$ cat src/rtl/line_drawer.sv
// Bresenham line engine: latches two endpoints on start and walks pixel by
// pixel toward the framebuffer write port, one pixel per accepting edge.
module line_drawer #(
  parameter int W = 13
) (
  input  logic         clk,
  input  logic         reset,
  input  logic         line_reset,
  input  logic         start,
  input  logic [W-1:0] x0,
  input  logic [W-1:0] y0,
  input  logic [W-1:0] x1,
  input  logic [W-1:0] y1,
  output logic         finish,
  output logic         busy,
  output logic         plot,
  output logic [W-1:0] px,
  output logic [W-1:0] py,
  input  logic         plot_ready
);

  typedef enum logic [1:0] {IDLE, INIT, DRAW, DONE} state_t;

  state_t state, state_nx;

  logic                clr;
  logic [W-1:0]        lx0, ly0, lx1, ly1;
  logic [W-1:0]        cx, cy;
  logic [W-1:0]        adx, ady;
  logic signed [W:0]   dx, dy, init_dx, init_dy;
  logic                sx_neg, sy_neg;
  logic signed [W+3:0] dx4, dy4, idx4, idy4, e2;
  logic signed [W+2:0] err, err_nx;
  logic                at_end, accept, step_x, step_y;

  assign clr = reset | line_reset;

  // Magnitudes computed from the latched endpoints so later input changes are ignored
  assign adx     = (lx1 >= lx0) ? lx1 - lx0 : lx0 - lx1;
  assign ady     = (ly1 >= ly0) ? ly1 - ly0 : ly0 - ly1;
  assign init_dx = $signed({1'b0, adx});
  assign init_dy = -$signed({1'b0, ady});

  assign idx4 = {{3{init_dx[W]}}, init_dx};
  assign idy4 = {{3{init_dy[W]}}, init_dy};
  assign dx4  = {{3{dx[W]}}, dx};
  assign dy4  = {{3{dy[W]}}, dy};
  assign e2   = {err, 1'b0};

  assign at_end = (cx == lx1) && (cy == ly1);
  assign accept = (state == DRAW) && plot_ready;
  assign step_x = (e2 >= dy4);
  assign step_y = (e2 <= dx4);

  // Both steps share one e2, so err accumulates dy and dx on a diagonal step
  always_comb begin
    err_nx = err;
    if (step_x) err_nx = err_nx + dy4[W+2:0];
    if (step_y) err_nx = err_nx + dx4[W+2:0];
  end

  always_ff @(posedge clk) begin
    if (clr) state <= IDLE;
    else     state <= state_nx;
  end

  always_comb begin
    state_nx = state;
    case (state)
      IDLE: if (start) state_nx = INIT;
      INIT: state_nx = DRAW;
      DRAW: if (plot_ready && at_end) state_nx = DONE;
      DONE: if (!start) state_nx = IDLE;
      default: state_nx = IDLE;
    endcase
  end

  always_comb begin
    plot   = 1'b0;
    busy   = 1'b0;
    finish = 1'b0;
    case (state)
      INIT: busy = 1'b1;
      DRAW: begin busy = 1'b1; plot = 1'b1; end
      DONE: finish = 1'b1;
      default: ;
    endcase
  end

  assign px = cx;
  assign py = cy;

  always_ff @(posedge clk) begin
    if (clr) begin
      lx0 <= '0; ly0 <= '0; lx1 <= '0; ly1 <= '0;
      cx  <= '0; cy  <= '0;
      dx  <= '0; dy  <= '0; err <= '0;
      sx_neg <= 1'b0; sy_neg <= 1'b0;
    end else begin
      if (state == IDLE && start) begin
        lx0 <= x0; ly0 <= y0; lx1 <= x1; ly1 <= y1;
      end
      if (state == INIT) begin
        dx     <= init_dx;
        dy     <= init_dy;
        err    <= idx4[W+2:0] + idy4[W+2:0];
        sx_neg <= (lx1 < lx0);
        sy_neg <= (ly1 < ly0);
        cx     <= lx0;
        cy     <= ly0;
      end
      if (accept && !at_end) begin
        err <= err_nx;
        if (step_x) cx <= sx_neg ? cx - W'(1) : cx + W'(1);
        if (step_y) cy <= sy_neg ? cy - W'(1) : cy + W'(1);
      end
    end
  end

endmodule

$ cat config.mk
export PLATFORM = sky130hd
export DESIGN_NAME = line_drawer
export DESIGN_NICKNAME = d
export VERILOG_FILES = /design/src/rtl/line_drawer.sv
export SDC_FILE = /design/constraint.sdc
export NUM_CORES = 1
export LEC_CHECK = 0
export ABC_CLOCK_PERIOD_IN_PS = 8000
export CORE_ASPECT_RATIO = 0.5
export CORE_UTILIZATION = 42
export DETAILED_ROUTE_END_ITERATION = 8
export MAX_ROUTING_LAYER = met4
export PLACE_DENSITY = 0.67
export SKIP_CTS_REPAIR_TIMING = 1
export SLEW_MARGIN = 40
export SYNTH_ARGS = -nofsm -noshare
export SYNTH_HDL_FRONTEND = slang
export SYNTH_SLANG_ARGS = --single-unit
$ cat constraint.sdc
create_clock -name clk -period 8 [get_ports clk]
set_input_delay 1.6 -clock clk [delete_from_list [all_inputs] [get_ports clk]]
set_output_delay 1.6 -clock clk [all_outputs]
set_load 0.01 [all_outputs]
# --- Yosys cells after proc, flatten, opt, wreduce, memory -nomap -nowiden ---
# Cells that the tools add are included.
word_totals:
  regBits: 125
  inputBits: 57
  output_inout_bits: 29
  elab_cells: 70
op_classes:
  addsub: 12
  order_cmp: 6
  eq_ne: 8
  muxes: 21
  bitwise_logic: 1
  reduce_logical: 10
ops:
  columns: ["cell", "count"]
  rows:
  - ["$mux 13", 10]
  - ["$mux 16", 4]
  - ["$sub 13x13->13", 4]
  - ["$add 13x1->13 const B", 2]
  - ["$eq 13x13->1", 2]
  - ["$ge 13x13->1", 2]
  - ["$lt 13x13->1", 2]
  - ["$sub 13x1->13 const B", 2]
  - ["$ge 17x14->1", 1]
  - ["$le 17x14->1", 1]
  - ["$add 16x13->16", 1]
  - ["$add 16x16->16", 1]
  - ["$add 14x14->15", 1]
  - ["$neg 13->14", 1]
  - ["$pmux 2 s4", 1]
  - ["$mux 2", 3]
  - ["$logic_and 1x1->1", 5]
  - ["$eq 2x2->1 const B", 2]
  - ["$ne 2x2->1 const B", 2]
  - ["$mux 1", 3]
  - ["$reduce_and 3->1", 1]
  - ["$eq 2x1->1 const B", 1]
  - ["$logic_not 2->1", 1]
  - ["$ne 2x1->1 const B", 1]
  - ["4 further kinds", 4]

# --- Longest topological paths before layout ---
# Gate-level depths: netlist of the first run.
logic_depth:
  depth_word: 6
  depth_mapped: 22
  mapped_depth_nobuf: 22

# --- Worst setup path after synthesis of the first run ---
# No wires, ideal clock.
synth_path:
  path_type: "register to register"
  startpoint: "reg lx0[2]"
  endpoint: "reg err[14]"
  setup_time_ns: 0.061
  t_arrival_ns: 4.953
  t_required_ns: 7.939
  slack_ns: 2.986
  stages_incl_launch_ff: 23
  path_buffers: 3
  synth_period_minus_slack_ns: 5.014
  path_cell_list: "dfxtp_1 > inv_1 > ha_1 > clkbuf_1 > o21ai_0 > a21oi_1 > o41a_1 > o41ai_1 > a21oi_1 > clkbuf_1 > clkbuf_1 > mux2_2 > fa_1 > a21o_1 > a21oi_1 > nor2_1 > o21a_1 > o41ai_1 > o21a_1 > o21ai_0 > a31oi_1 > o211a_1 > a32o_1"
synth_via:
  elab_chain_cells: 5
  word_cells_on_any_way: 7
  cone_classes: "add/sub (3); order compare (1); mux (3)"
synth_rtl:
  columns: ["element", "line", "text"]
  rows:
  - ["start, declared", "27", "logic [W-1:0] lx0, ly0, lx1, ly1;"]
  - ["start signal, assigned", "95", "lx0 <= '0; ly0 <= '0; lx1 <= '0; ly1 <= '0;"]
  - ["start signal, assigned", "101", "lx0 <= x0; ly0 <= y0; lx1 <= x1; ly1 <= y1;"]
  - ["$ge 13x13->1", "39", "assign adx = (lx1 >= lx0) ? lx1 - lx0 : lx0 - lx1;"]
  - ["$mux 13", "39", null]
  - ["via adx[1]", "29", "logic [W-1:0] adx, ady;"]
  - ["$add 14x14->15", "106", "err <= idx4[W+2:0] + idy4[W+2:0];"]
  - ["$mux 16", "103", "if (state == INIT) begin"]
  - ["$mux 16", "112", "if (accept && !at_end) begin"]
  - ["end signal, assigned", "106", null]
  - ["end signal, assigned", "113", "err <= err_nx;"]
  - ["end, declared", "33", "logic signed [W+2:0] err, err_nx;"]
# The timed path passes the listed nets, and every way through them passes these cells. The select of a mux whose other input is x is not followed.
# A chain may end at the register's enable or synchronous reset.

# --- Worst setup path after layout of the first run ---
layout_path:
  startpoint: "reg ly0[2]"
  endpoint: "reg err[15]"
layout_via:
  elab_chain_cells: 6
  word_cells_on_any_way: 8
  cone_classes: "add/sub (4); order compare (1); mux (3)"
layout_rtl:
  columns: ["element", "line", "text"]
  rows:
  - ["start, declared", "27", null]
  - ["start signal, assigned", "95", null]
  - ["start signal, assigned", "101", null]
  - ["$ge 13x13->1", "40", "assign ady = (ly1 >= ly0) ? ly1 - ly0 : ly0 - ly1;"]
  - ["$mux 13", "40", null]
  - ["$neg 13->14", "42", "assign init_dy = -$signed({1'b0, ady});"]
  - ["via init_dy[1]", "30", "logic signed [W:0] dx, dy, init_dx, init_dy;"]
  - ["$add 14x14->15", "106", null]
  - ["$mux 16", "103", null]
  - ["$mux 16", "112", null]
# The timed path passes the listed nets, and every way through them passes these cells. The select of a mux whose other input is x is not followed.

==> metrics.yaml, run 1 <==
setup_slack_ns: 2.38
intPower_mw: 1.65
clock_path_buffers: 2
switchingPower_mw: 1.17
worst-setup-path-type: "reg -> reg"
drive_gt1_frac: 0.0538
hold_viol: 0
grt_first_pass_wirelength_um: 56400
holdWs_ns: 0.462
worst_pin_slew_ns: 0.772
mostFrequentLayoutCells: "166 x a21oi_1, 154 x nand2_1, 148 x ha_1"
antenna_found_initial: 0
grt_pass1_vias: 10400
swShare: 0.416
drt-pass1-iter-count: 5
cts.sinks: 125
period_share: 0.702
routed_wl_um: 35300
ys_warn_count: 0
peakVddDrop_uv: 123
portBuffers: 85
fmax_mhz: 178
yosysSeqAreaShare: 0.216
min_period_ns: 5.62
cts_buffers: 17
cp_slowest_cell: "fa_1"
clock_skew_ns: 0.0148
critical_path_arrival_ns: 5.99
synth_cell_types: 76
drt.antenna.violating_nets: 0
nNetsFinal: 1746
detail_route.iter0.violations: 816
rsz0062_at_grt: "false"
synthArstFlopShare: 0
syn_nets: 1700
hpwl_um: 27600
place_area_um2: 12700
drc: 0
synthFlopType: "dfxtp_1"
final_common_cell: "a21oi_1"
coreArea_um2: 26700
area_delta_synth_final_pct: 15.0
clock_latency_ns: 0.44
grt_overflow_total: 0
max_stage_delay_ns: 0.48
grt_max_degree: 61
cap_violations: 0
rows: 42
drv_slew: 0
syn_area_um2: 11600
endpoint_kind: "flop"
drt-vias-per-instance: 5.73
die_area_um2: 28200
power.density_nw_per_um2: 212
path_cells: "inv_1 -> ha_1 -> a21oi_4 -> nand2_2 -> a221o_1 -> a211o_4 -> nor2_1 -> mux2i_1 -> ha_1 -> fa_1 -> a21o_1 -> a21oi_1 -> nor2_1 -> o21a_1 -> o41ai_1 -> o21a_1 -> o21ai_0 -> a31oi_1 -> o211a_1 -> a32o_1"
cts_max_level: 4
vias: 10900
syn_inst: 1485
io_pins: 86
setup_tns_ns: 0
antenna_cells: 0
cellLeakagePower_nw: 5.68
die_y_um: 119
clk_pin_slew_ns: 0.06
tritoncts: "done"
pwr-share-clk: 0.282
pre_cts_ws_ns: 2.45
critical_path_peak_fanout: 9
start_util: 0.432
synth_area_per_cell_um2: 7.79
cp.required_ns: 8.37
fin_cells: 1896
hp-class: "reg -> reg"
setup_viol: 0
wl_per_cell_um: 18.6
synth-edff-count: 0
ys_seq_elements: 125
final_area_um2: 13300
relSlewSlack: 0.485
gp_congestion: 0.977
status: "complete, no violations"
root_buffer: "clkbuf_16"
dpl.cell_count: 1864
seqPwrFrac: 0.241
combPwrFrac: 0.477
grt_usage: 0.261
startpoint_type: "flop"
dieWidth_um: 237
kinds of logic (layout without fill, tap and decap cells):
family | count (synthesis) | in the layout | synth area share
mux | 50 | 50 | 0.0448
compound gates | 430 | 430 | 0.242
flops | 125 | 125 | 0.216
fa+ha+maj | 158 | 158 | 0.177
xor+xnor | 106 | 106 | 0.0803
simple gates | 428 | 428 | 0.177
buf+inv | 188 | 247 | 0.0631
routing by layer:
metal  up-vias  share of wire  track usage
met1      5153           0.51        0.380
li1       5349              -            -
met4         0          0.011       0.0568
met3        30          0.061       0.0380
met5         -              0            -
met2       323           0.42        0.377
worst max-delay path: cells and delay by family, from the launching register on:
kind	cells	cell delay (ns)
compound gates	12	3.06
fa+ha+maj	3	1.26
buf+inv	1	0.06
flops	1	0.38
mux	1	0.33
simple gates	3	0.45
final timing paths:
check,slack [ns],depth (start not counted),to,start
hold / removal,0.46,2,lx0[12],lx0[12]
setup / recovery,2.38,20,err[15],ly0[2]
hold reg to reg,0.46,2,lx0[12],lx0[12]
setup reg to reg,2.38,20,err[15],ly0[2]
cell type report:
cell class	count	area, um^2
clock buffers	17	425
clock inverters	15	163
well taps	352	440
fillers	2614	13400
repair buffers	93	911
flip-flops and latches	125	2500
multi-input cells	1172	8400
inverters	122	458
synthesized netlist by cell type, types with 11 or more instances:
library cell / instances / area, um^2
a211oi_1: 56 / 420
a21o_1: 39 / 293
a21oi_1: 168 / 841
clkbuf_1: 58 / 218
dfxtp_1: 125 / 2500
ha_1: 149 / 1860
inv_1: 121 / 454
mux2_2: 14 / 158
mux2i_1: 36 / 360
nand2_1: 155 / 582
nand3_1: 21 / 105
nand4_1: 17 / 106
nor2_1: 95 / 357
nor2b_1: 32 / 200
nor3_1: 37 / 185
o211a_1: 13 / 130
o21a_1: 21 / 158
o21ai_0: 48 / 240
o21bai_1: 17 / 128
or3_1: 11 / 68.8
xnor2_1: 68 / 596
xor2_1: 38 / 333
registers in the layout, summed over array words and instances (netlist names):
register / cells
px: 13
ly0: 13
lx1: 13
lx0: 13
sx_neg: 1
ly1: 13
dy: 14
py: 13
state: 2
sy_neg: 1
err: 16
dx: 13
power by group through the flow:
stage                     Sequential (mW)  Combinational, mW  Clock [mW]
after floorplan                     0.678              0.972           0
after global placement              0.691               1.28           0
after detailed placement            0.692               1.31           0
after CTS                           0.678               1.32       0.801
after global routing                0.682               1.47       0.829
final                               0.680               1.34       0.795
per-stage QoR:
stage          power [mW]  utilization
3_3_place_gp         1.97        0.474
5_1_grt              2.98        0.497
2_1_floorplan        1.65            -
6_report             2.82        0.497
3_5_place_dp         2.00        0.475
4_1_cts              2.79        0.497
(Power assumes the default switching activity.)
==> inputs of run 2 (changes only) <==
--- a/config.mk
+++ b/config.mk
@@ -5,12 +5,12 @@
 export SDC_FILE = /design/constraint.sdc
 export NUM_CORES = 1
 export LEC_CHECK = 0
-export ABC_CLOCK_PERIOD_IN_PS = 8000
+export ABC_CLOCK_PERIOD_IN_PS = 4700
 export CORE_ASPECT_RATIO = 0.5
 export CORE_UTILIZATION = 42
 export DETAILED_ROUTE_END_ITERATION = 8
 export MAX_ROUTING_LAYER = met4
-export PLACE_DENSITY = 0.67
+export PLACE_DENSITY = 0.7
 export SKIP_CTS_REPAIR_TIMING = 1
 export SLEW_MARGIN = 40
 export SYNTH_ARGS = -nofsm -noshare
==> constraint.sdc (replaced) <==
create_clock -name clk -period 4.7 [get_ports clk]
set_input_delay 0.94 -clock clk [delete_from_list [all_inputs] [get_ports clk]]
set_output_delay 0.94 -clock clk [all_outputs]
set_load 0.01 [all_outputs]
==> metrics.yaml, run 2 (same netlist as run 1, synthesis figures left out) <==
min_period_ns: 4.59  # -1.02 ns
period_share: 0.977  # +0.275
nFillCells: 2362  # -9.6%
portBuffers: 85  # unchanged
combPwrFrac: 0.533  # +0.056
drt-vias-per-instance: 5.55  # -3.1%
start_util: 0.432  # unchanged
drive_gt1_frac: 0.170  # +0.117
gp_congestion: 0.967  # -1.0%
antenna_found_initial: 0  # unchanged
root_buffer: "clkbuf_16"
min-delay-start: "dy[2]"
holdWs_ns: 0.496  # +0.0342 ns
cp.depth: 19  # -5.0%
grt_max_degree: 77  # +26%
fin_util: 0.554  # +0.0573
hp-class: "reg -> reg"
total_power_mw: 5.47  # +94%
final_common_cell: "a21oi_1"
die_area_um2: 28200  # unchanged
worst_pin_slew_ns: 0.828  # +0.0551 ns
worstHoldPathCells: 2  # unchanged
swShare: 0.398  # -0.0175
io_pins: 86  # unchanged
status: "complete, no violations"
rsz0062_at_grt: "true"
intPower_mw: 3.29  # +100%
endpoint_kind: "flop"
clock_latency_ns: 0.44  # about the same
mostFrequentLayoutCells: "160 x a21oi_1, 152 x nand2_1, 152 x buf_4"
grt_first_pass_wirelength_um: 54600  # -3.1%
regMostFlops: "err"
max_stage_delay_ns: 0.52  # +0.04 ns
die_y_um: 119  # unchanged
startpoint_type: "flop"
critical_path_arrival_ns: 4.96  # -1.03 ns
seqPwrFrac: 0.208  # -0.033
hold_viol: 0  # unchanged
drv_slew: 0  # unchanged
setup_viol: 0  # unchanged
pwr-share-clk: 0.259  # -0.023
area_delta_synth_final_pct: 28.2
detail_route.iter0.violations: 899  # +10%
register_area_um2: 2510  # +0.25%
relSlewSlack: 0.445  # -0.0401
dieWidth_um: 237  # unchanged
antenna_cells: 0  # unchanged
cp.required_ns: 5.07  # -3.30 ns
place_area_um2: 13700  # +7.6%
path_cells: "inv_1 -> ha_4 -> and4_1 -> a21o_1 -> o221a_4 -> a211o_4 -> buf_4 -> or4_4 -> nand3_4 -> nand3b_4 -> buf_4 -> or3_4 -> or3_4 -> nand2_2 -> ha_4 -> a21o_1 -> a31o_2 -> a311o_1 -> o211ai_1"
cap_violations: 0  # unchanged
hpwl_um: 26700  # -3.4%
drt.antenna.violating_nets: 0  # unchanged
startpoint: "ly0[8]"
critical_path_peak_fanout: 8  # -1
rows: 42  # unchanged
multi_input_area_um2: 8790  # +4.6%
grt_usage: 0.253  # -0.00850
cp_slowest_cell: "or4_4"
clock_path_buffers: 2  # unchanged
power.density_nw_per_um2: 369  # +74%
worst-setup-path-type: "reg -> reg"
grt_pass1_vias: 10400  # -0.096%
switchingPower_mw: 2.18  # +86%
cts_buffers: 17  # unchanged
coreArea_um2: 26700  # unchanged
final_area_um2: 14800  # +12%
vias: 11300  # +4.3%
fmax_mhz: 218  # +22%
tritoncts: "done"
cts_max_level: 4  # unchanged
clock_skew_ns: 0.0159  # +0.00109 ns
path_delay_family: "simple AND/OR/NAND/NOR gates"
reg_top3: "err: 16 flops, dy: 14 flops"
largest_reg_flops: 16  # unchanged
cellLeakagePower_nw: 6.49  # +14%
crit_buf_inv: 3  # +2
drc: 0  # unchanged
reg2reg_from: "ly0[8]"
routed_wl_um: 35100  # -0.41%
clk_pin_slew_ns: 0.06  # about the same
rr_worst_depth: 19  # -5.0%
grt_overflow_total: 0  # unchanged
cts.sinks: 125  # unchanged
drt-pass1-iter-count: 7  # +2
peakVddDrop_uv: 281  # +130%
wl_per_cell_um: 17.2  # -7.5%
nNetsFinal: 1892  # +8.4%
-- run 2: cell types whose count changed in the layout (fill, tap and decap cells not counted), sizes merged --
| cell | previous run | this run |
|---|---|---|
| buf | 8 | 154 |
| bufinv | 2 | 3 |
| clkbuf | 17 | 18 |
| inv | 125 | 126 |
| clkinv | 7 | 4 |
-- run 2: cell type report --
class                      count  area share
sequential                   125       0.169
clock inverter                14      0.0122
timing repair buffer         239       0.136
clock buffer                  18      0.0296
tap                          352      0.0297
multi-input combinational   1172       0.593
inverter                     122      0.0309
-- run 2: power by group through the flow --
stage	Clock, mW	Combinational [mW]	Sequential, mW
4_1_cts	1.42	2.50	1.13
3_5_place_dp	0	2.47	1.16
5_1_grt	1.47	3.14	1.14
2_1_floorplan	0	1.67	1.15
6_report	1.42	2.91	1.14
3_3_place_gp	0	2.44	1.16
-- run 2: final timing paths --
kind              endpoint  slack [ns]
setup / recovery   err[13]        0.11
hold / removal       dy[2]        0.50
setup reg to reg   err[13]        0.11
hold reg to reg      dy[2]        0.50
-- run 2: worst min-delay path: stages, from the launching register on --
cell,delay (ns)
dfxtp_1,0.31
inv_1,0.07
a211oi_1,0.06
-- run 2: routing by layer --
metal,track usage,vias to the layer above,share of wire
met2,0.363,315,0.42
li1,-,5649,-
met5,-,-,0
met1,0.359,5319,0.50
met4,0.0820,0,0.021
met3,0.0378,43,0.063
-- run 2: per-stage QoR --
stage / setup TNS, ns / std cells / worst slack (ns)
finish: 0 / 2042 / 0.106
global route: -0.240 / 2042 / -0.0828
CTS: -0.867 / 2024 / -0.242
detailed placement: -0.538 / 1992 / -0.174
global placement: -0.212 / 1992 / -0.102
floorplan: 0 / 1485 / 0.0153
==> patch, RTL diff (config.mk and constraints of run 2) <==
Encoding of `state_t`: now Gray code (2 bits for 4 states).
--- a/src/rtl/line_drawer.sv
+++ b/src/rtl/line_drawer.sv
@@ -21,3 +21,3 @@
 
-  typedef enum logic [1:0] {IDLE, INIT, DRAW, DONE} state_t;
+  typedef enum logic [1:0] {IDLE = 2'b00, INIT = 2'b01, DRAW = 2'b11, DONE = 2'b10} state_t;
 
Formal check against the unedited RTL: no difference found for any inputs over 4 cycles, from zero or initial values; so few cycles prove little.
==> patch against run 2 <==
The run now ends with negative setup slack left. Cell area up 0.40%. Cell count up 1.5%. First-iteration DRC count up 1.8%. Clock power about the same. Power about the same. Synthesized area up 0.18%. Wire length up 2.4%. Sequential cell count unchanged. Setup slack worse by 210 ps. Critical endpoint is now err[15].
==> patch: results (changes against run 2) <==
| Metric | Value |
|---|---|
| Commonest cells in the netlist | `nand2_1, a21oi_1, ha_1 (was a21oi_1, nand2_1, ha_1)` |
| Reg-to-reg endpoint | `err[15] (was err[13])` |
| Status | `finished with violations (was complete, no violations)` |
| Dpl cell area | `13800 sq um (was 13700 sq um)` |
| Fin Hold WS | `500 ps (was 496 ps)` |
| Pin count of the biggest net entering global routing | `71 (was 77)` |
| Number of global-route vias before repair | `10600 (was 10400)` |
| Hold Path Sink | `ly0[12] (was dy[2])` |
| Internal | `3.38 mW (was 3.29 mW)` |
| Kind of cell adding the most delay to the critical path | `compound AO/OA/AOI/OAI gates (was simple AND/OR/NAND/NOR gates)` |
| Worst r2r src | `lx0[1] (was ly0[8])` |
| Final worst slack | `-106 ps (was 106 ps)` |
| Seq/Total Area, Yosys | `21.6% (about the same)` |
| Critical Path Start | `lx0[1] (was ly0[8])` |
| Via density | `5.54 (was 5.55)` |
| Failing checks | `negative setup slack` |
| Peak supply drop | `0.329 mV (was 0.281 mV)` |
| HPWL after DPL | `27.9 mm (was 26.7 mm)` |
| CP peak stage delay | `410 ps (was 520 ps)` |
| Global-route wire length before repair | `56.2 mm (was 54.6 mm)` |
| Post-synth cell types | `75 (was 76)` |
| Dpl ws | `-205 ps (was -174 ps)` |
| GP Congestion | `0.948 (was 0.967)` |
| Switching share of power | `38.3% (was 39.8%)` |
| GRT Resource Usage Total | `26.0% (was 25.3%)` |
| Hold Startpoint | `ly0[12] (was dy[2])` |
| Synthesized net count | `1709 (was 1700)` |
| DR pass1 iterations | `5 (was 7)` |
| Routed wire length | `36.0 mm (was 35.1 mm)` |
| Final-report setup violation count | `2 (was 0)` |
| Slowest cell on crit path | `a2111oi_4 (was or4_4)` |
| Layout cell share with drive strength beyond 1 | `17.9% (was 17.0%)` |
-- patch: cell types whose count changed after synthesis, sizes merged, moves of 9 or more --
cell    delta
nor2b     -13
a21oi      +9
o211a      -9
mux2i     -11
nand2     +39
nor2      +12
inv       -10
o21ai     +11
a211oi    -27
nor3      -11
o21a       +9
-- patch: metal layers --
metal	track usage [%]	up-vias	wire length, microns	part of all wire, %
li1	-	5694	-	-
met1	38.0	5372	17900	50
met2	36.7	373	14700	41
met3	3.96	40	2710	7.5
met4	6.82	0	630	1.8
met5	-	-	0	0
-- patch: cell type report --
cell class | count | area, sq um | share of cell area (%)
Tap cell | 352 | 440 | 2.96
Multi-Input combinational cell | 1196 | 8740 | 58.7
Timing Repair Buffer | 258 | 2160 | 14.5
Clock buffer | 23 | 499 | 3.35
Inverter | 111 | 419 | 2.81
Sequential cell | 125 | 2510 | 16.8
Clock inverter | 8 | 129 | 0.865
-- patch: kinds of logic (layout without fill, tap and decap cells) --
| group | count (synthesis) | in the layout | synth area share (%) |
|---|---|---|---|
| adder cells (fa/ha/maj) | 153 | 153 | 17.1 |
| XOR/XNOR | 109 | 109 | 8.40 |
| buffers and inverters | 178 | 400 | 6.67 |
| flip-flops | 125 | 125 | 21.6 |
| AO/OA/AOI/OAI | 445 | 445 | 24.6 |
| multiplexers | 39 | 39 | 3.74 |
| AND/OR/NAND/NOR | 450 | 450 | 17.9 |
-- patch: through the flow --
| step | setup TNS (ps) | cells |
|---|---|---|
| global route | -814 | 2073 |
| finish | -135 | 2073 |
| detailed placement | -299 | 2031 |
| global placement | -52.5 | 2031 |
| floorplan | 0 | 1499 |
| CTS | -398 | 2062 |
